### src/rtl/mem_arb_pkg.sv
// Shared types for the I/D main-memory arbiter: FSM states, owner encoding, burst geometry.
package mem_arb_pkg;

   localparam int BEATS_LOG2 = 3;
   localparam int BLK_OFF_W  = 4;

   typedef enum logic [1:0] {
      ST_IDLE  = 2'd0,
      ST_ISSUE = 2'd1,
      ST_DRAIN = 2'd2,
      ST_WRITE = 2'd3
   } state_e;

   typedef enum logic {
      OWN_I = 1'b0,
      OWN_D = 1'b1
   } owner_e;

endpackage

### src/rtl/mem_arb_beat_counter.sv
// Beat counter: clear wins over increment, wraps modulo 2**BEATS_LOG2, flags LAST.
// Registered count; no backpressure, advances whenever inc is high.
module mem_arb_beat_counter
   import mem_arb_pkg::*;
#(
   parameter int unsigned LAST = 7
) (
   input  logic                  clk,
   input  logic                  rst,
   input  logic                  clr,
   input  logic                  inc,
   output logic [BEATS_LOG2-1:0] cnt,
   output logic                  tc
);

   localparam logic [BEATS_LOG2-1:0] LAST_C = BEATS_LOG2'(LAST);

   logic [BEATS_LOG2-1:0] cnt_q, cnt_d;

   always_comb begin
      cnt_d = cnt_q;
      if (clr) begin
         cnt_d = '0;
      end else if (inc) begin
         cnt_d = cnt_q + BEATS_LOG2'(1);
      end
   end

   always_ff @(posedge clk) begin
      if (rst) begin
         cnt_q <= '0;
      end else begin
         cnt_q <= cnt_d;
      end
   end

   assign cnt = cnt_q;
   assign tc  = (cnt_q == LAST_C);

endmodule

### src/rtl/mem_arbiter.sv
// Shares main memory between I-fill and D-fill/write-through; grant one cycle after request, returns routed combinationally.
// No backpressure toward memory; MEM_ARB_ROUND_ROBIN_EN swaps fixed D priority for alternating priority on contention.
module mem_arbiter
   import mem_arb_pkg::*;
#(
   parameter int BEATS  = 8,
   parameter int ADDR_W = 16,
   parameter int DATA_W = 16
) (
   input  logic                  clk,
   input  logic                  rst,

   input  logic                  i_req,
   input  logic [ADDR_W-1:0]     i_addr,
   output logic                  i_gnt,
   output logic                  i_vld,
   output logic [DATA_W-1:0]     i_data,
   output logic [BEATS_LOG2-1:0] i_beat,
   output logic                  i_done,

   input  logic                  d_req,
   input  logic                  d_wr,
   input  logic [ADDR_W-1:0]     d_addr,
   input  logic [DATA_W-1:0]     d_wdata,
   output logic                  d_gnt,
   output logic                  d_vld,
   output logic [DATA_W-1:0]     d_data,
   output logic [BEATS_LOG2-1:0] d_beat,
   output logic                  d_done,

   output logic                  mem_en,
   output logic                  mem_wr,
   output logic [ADDR_W-1:0]     mem_addr,
   output logic [DATA_W-1:0]     mem_wdata,
   input  logic [DATA_W-1:0]     mem_rdata,
   input  logic                  mem_vld,

   output logic                  busy
);

   state_e                     state_q, state_d;
   owner_e                     owner_q, owner_d;
   logic [ADDR_W-1:BLK_OFF_W]  base_q, base_d;

   logic [BEATS_LOG2-1:0]      issue_cnt, ret_cnt;
   logic                       issue_tc, ret_tc;
   logic                       issue_inc, ret_inc, cnt_clr;
   logic                       in_read, ret_vld, last_beat, done_any;
   logic                       prio_d, pick_d;
   logic                       unused_addr_bits;

   // Block offset of an I miss is regenerated by the issue counter.
   assign unused_addr_bits = ^i_addr[BLK_OFF_W-1:0];

   assign in_read   = (state_q == ST_ISSUE) || (state_q == ST_DRAIN);
   assign ret_vld   = in_read && mem_vld;
   assign last_beat = ret_vld && ret_tc;
   assign done_any  = last_beat || (state_q == ST_WRITE);

`ifdef MEM_ARB_ROUND_ROBIN_EN
   owner_e last_owner_q, last_owner_d;

   always_comb begin
      last_owner_d = last_owner_q;
      if (done_any) begin
         last_owner_d = owner_q;
      end
   end

   always_ff @(posedge clk) begin
      if (rst) begin
         last_owner_q <= OWN_I;
      end else begin
         last_owner_q <= last_owner_d;
      end
   end

   assign prio_d = (last_owner_q != OWN_D);
`else
   assign prio_d = 1'b1;
`endif

   assign pick_d = d_req && (!i_req || prio_d);

   always_comb begin
      state_d = state_q;
      owner_d = owner_q;
      base_d  = base_q;
      unique case (state_q)
         ST_IDLE: begin
            if (pick_d) begin
               owner_d = OWN_D;
               base_d  = d_addr[ADDR_W-1:BLK_OFF_W];
               state_d = d_wr ? ST_WRITE : ST_ISSUE;
            end else if (i_req) begin
               owner_d = OWN_I;
               base_d  = i_addr[ADDR_W-1:BLK_OFF_W];
               state_d = ST_ISSUE;
            end
         end
         ST_ISSUE: begin
            if (last_beat) begin
               state_d = ST_IDLE;
            end else if (issue_tc) begin
               state_d = ST_DRAIN;
            end
         end
         ST_DRAIN: begin
            if (last_beat) begin
               state_d = ST_IDLE;
            end
         end
         ST_WRITE: begin
            state_d = ST_IDLE;
         end
         default: begin
            state_d = ST_IDLE;
         end
      endcase
   end

   always_ff @(posedge clk) begin
      if (rst) begin
         state_q <= ST_IDLE;
         owner_q <= OWN_I;
         base_q  <= '0;
      end else begin
         state_q <= state_d;
         owner_q <= owner_d;
         base_q  <= base_d;
      end
   end

   // Both counters restart from zero whenever the FSM heads back to IDLE.
   assign cnt_clr   = (state_d == ST_IDLE);
   assign issue_inc = (state_q == ST_ISSUE);
   assign ret_inc   = ret_vld;

   mem_arb_beat_counter #(.LAST(BEATS - 1)) u_issue_cnt (
      .clk (clk),
      .rst (rst),
      .clr (cnt_clr),
      .inc (issue_inc),
      .cnt (issue_cnt),
      .tc  (issue_tc)
   );

   mem_arb_beat_counter #(.LAST(BEATS - 1)) u_ret_cnt (
      .clk (clk),
      .rst (rst),
      .clr (cnt_clr),
      .inc (ret_inc),
      .cnt (ret_cnt),
      .tc  (ret_tc)
   );

   always_comb begin
      busy      = (state_q != ST_IDLE);
      i_gnt     = busy && (owner_q == OWN_I);
      d_gnt     = busy && (owner_q == OWN_D);

      i_vld     = ret_vld && (owner_q == OWN_I);
      d_vld     = ret_vld && (owner_q == OWN_D);
      i_data    = i_vld ? mem_rdata : '0;
      d_data    = d_vld ? mem_rdata : '0;
      i_beat    = i_vld ? ret_cnt : '0;
      d_beat    = d_vld ? ret_cnt : '0;
      i_done    = last_beat && (owner_q == OWN_I);
      d_done    = (last_beat && (owner_q == OWN_D)) || (state_q == ST_WRITE);

      mem_en    = (state_q == ST_ISSUE) || (state_q == ST_WRITE);
      mem_wr    = (state_q == ST_WRITE);
      mem_addr  = '0;
      mem_wdata = '0;
      if (state_q == ST_ISSUE) begin
         mem_addr = {base_q, issue_cnt, 1'b0};
      end else if (state_q == ST_WRITE) begin
         mem_addr  = d_addr;
         mem_wdata = d_wdata;
      end
   end

endmodule

### config.mk
export PLATFORM = sky130hd
export DESIGN_NAME = mem_arbiter
export DESIGN_NICKNAME = d
export VERILOG_FILES = /design/src/rtl/mem_arb_pkg.sv /design/src/rtl/mem_arb_beat_counter.sv /design/src/rtl/mem_arbiter.sv
export SDC_FILE = /design/constraint.sdc
export NUM_CORES = 1
export LEC_CHECK = 0
export CORE_AREA = 2 2 58 60
export DETAILED_ROUTE_END_ITERATION = 16
export DIE_AREA = 0 0 60 62
export DONT_BUFFER_PORTS = 1
export PLACE_DENSITY_LB_ADDON = 0.3
export SETUP_SLACK_MARGIN = 0.5
export SLEW_MARGIN = 20
export SYNTH_ARGS = -nofsm -noshare
export SYNTH_HDL_FRONTEND = slang
export SYNTH_HIERARCHICAL = 1
export SYNTH_SLANG_ARGS = --single-unit
### constraint.sdc
create_clock -name clk -period 5.6 [get_ports clk]
set_input_delay 1.68 -clock clk [delete_from_list [all_inputs] [get_ports clk]]
set_output_delay 1.68 -clock clk [all_outputs]
set_load 0.02 [all_outputs]
==> out/qor.csv <==
metric,value,unit
first-pass GRT wire length,6.00,mm
crit path kind,input pin to primary output,
DR vias/cell,5.92,
Post-synth EDFFs,0,
DR vias,1479,
"Req. time, crit path",3.92,ns
crit path capture type,primary output,
total grt overflow,0,
Final Skew,0.00522,ns
HPWL Detailed,3.36,mm
storage element area,420,um^2
Worst Tran Pin Value,0.843,ns
syn nets,292,
setup bufs post-CTS,0,
HP Start,base_q[4]$_SDFFE_PP0P_,
RSZ-0062 raised after global routing,no,
Die X,60,um
starting density of the core,52.4,%
"area leader, netlist",dfxtp_1,
CTS Hold Buffers Added,0,
CP arrival,2.57,ns
top post-synthesis cells by area,"dfxtp_1 (25%), and2_1 (21%), mux2i_1 (9.6%)",
max cap viols,0,
worst min path class,flip-flop to flip-flop,
die area,3720,um^2
sequential power share,42.5,%
power share of the clock group,17.8,%
fin nets,283,
wire length per cell,16.7,um
Boundary Pins,149,
area of the multi-input gates,1150,um^2
total track usage,21.6,%
Root Driver,clkbuf_4,
Lkg Pwr,0.709,nW
Post-route DRC,0,
register bit total from synthesis,21,
CTS HTree Levels,1,
GP Congestion,0.795,
Worst-Skew Late Latency,0.30,ns
# fillers,300,
Reg-to-Reg Start,state_q[0]$_SDFF_PP0_,
Core Rows,21,
Final Critical Period,4.25,ns
Worst Setup Start Kind,input pin,
Final Hold Violating Endpoints,0,
CP peak stage delay,0.55,ns
P&R area growth vs syn,1.50,%
Post-Syn Instances,214,
WP buf/inv,0,
Sw Share,42.1,%
"count leader, synth",and2_1,
Max Root-Sink Buffers,2,
"top cells by count, synth","and2_1 (57), dfxtp_1 (21), nand2_1 (20)",
worst vdd ir,126,uV
"Seq/Total Area, Yosys",25.2,%
yosys warns,6,
crit path from,mem_vld,
CTS tree,yes,
cell family with most CP delay,simple AND/OR/NAND/NOR gates,
Comb pwr share,39.8,%
TritonCTS Buffers,3,
Crit Path Max Fanout,20,
period utilisation layout,75.9,%
vias in the first global route,1287,
final slew viol count,0,
Syn Area/Cell,7.79,um^2
Detail Route Antenna Nets,0,
Rel. slew slack,43.8,%
die height,62,um
post-CTS sizing,0,
CP max stage cell,and3_1,
main flop type after synthesis,dfxtp_1,
P_sw,0.000182,W
Int Power,0.000250,W
DRT Pass-1 Iters,4,
initial antenna violation count,0,
"FFs w/ async S/R, synth",0,%
# setup viols final,0,
Sum Neg Setup Slack,0,ns
core box area,3180,um^2
status,finished clean,
PwrDens,255,nW/um^2
Synth top area share,25.2,%
Synth cell types,32,
Max Fclk,0.235,GHz
Final Core Density,53.2,%
pin count of the biggest net entering global routing,33,
initial drt markers,40,
worst-path cell chain,and3_1 > and2_1,
# diodes,0,
IO buf count,0,
mapped cell area,1670,um^2
clock slew at reported path FFs,0.13,ns
final WL,4.19,mm
fraction of layout cells with a size suffix above 1,6.37,%
Num Clock Sinks,21,
## cells by family after synthesis
kind of cell | Yosys count | synth area share (%)
compound gates | 37 | 15.7
mux | 16 | 9.61
flops | 21 | 25.2
simple gates | 110 | 36.5
buf+inv | 20 | 5.93
fa+ha+maj | 8 | 6.01
xor+xnor | 2 | 1.05
## power by group through the flow
| stage | combinational, W | clock [W] | sequential, W |
|---|---|---|---|
| after floorplan | 0.000161 | 0 | 0.000183 |
| after global placement | 0.000167 | 0 | 0.000185 |
| after detailed placement | 0.000172 | 0 | 0.000187 |
| after CTS | 0.000172 | 0.0000796 | 0.000183 |
| after global routing | 0.000190 | 0.0000851 | 0.000187 |
| final | 0.000172 | 0.0000768 | 0.000183 |
## cell type report
class / count / area share [%]
Clock inverter: 1 / 0.444
Multi-Input combinational cell: 173 / 68.0
Tap cell: 46 / 3.40
Clock buffer: 3 / 1.33
Timing Repair Buffer: 3 / 1.33
Inverter: 3 / 0.666
Sequential cell: 21 / 24.9
## cell usage in the layout, fill, tap and decap left out, drive strengths merged, types with 2 or more instances in the layout
cell	instances
clkbuf	3
o21a	2
and2	57
ha	8
a211oi	13
a22o	6
o21ai	10
nor2	16
mux2i	16
xnor2	2
a21oi	2
nor3	6
and3	2
dfxtp	21
buf	3
inv	3
nand2	20
nor4	2
nor2b	4
## sequential cells by signal (all words and copies together), names as in the netlist
name and flops:
u_ret_cnt/cnt 3, state_q 2, u_issue_cnt/cnt 3, owner_q 1
base_q 12
## worst paths after layout
| check | to | slack (ns) | cells after the start |
|---|---|---|---|
| setup / recovery | d_data[7] | 1.35 | 2 |
| hold / removal | base_q[4]$_SDFFE_PP0P_ | 0.51 | 2 |
| setup reg to reg | u_ret_cnt/cnt[2]$_SDFFE_PP0P_ | 2.98 | 6 |
| hold reg to reg | base_q[4]$_SDFFE_PP0P_ | 0.51 | 2 |
## metal layers
layer,share of wire [%],vias up,track usage [%],wire length (um)
met2,56,97,43.8,2330
li1,-,703,-,-
met1,35,677,22.3,1450
met4,0.64,0,4.76,27
met5,0,-,0,0
met3,9.1,2,4.76,379
## metrics by stage
stage	setup WS [ns]	hold slack (ns)	area [um^2]	total power [W]	cells
4_1_cts	1.34	0.508	1690	0.000435	250
2_1_floorplan	1.21	0.473	1670	0.000343	214
3_5_place_dp	1.33	0.490	1660	0.000358	246
3_3_place_gp	1.38	0.482	1660	0.000352	246
6_report	1.35	0.505	1690	0.000432	250
5_1_grt	1.24	0.534	1690	0.000461	250
(Power assumes the default switching activity.)
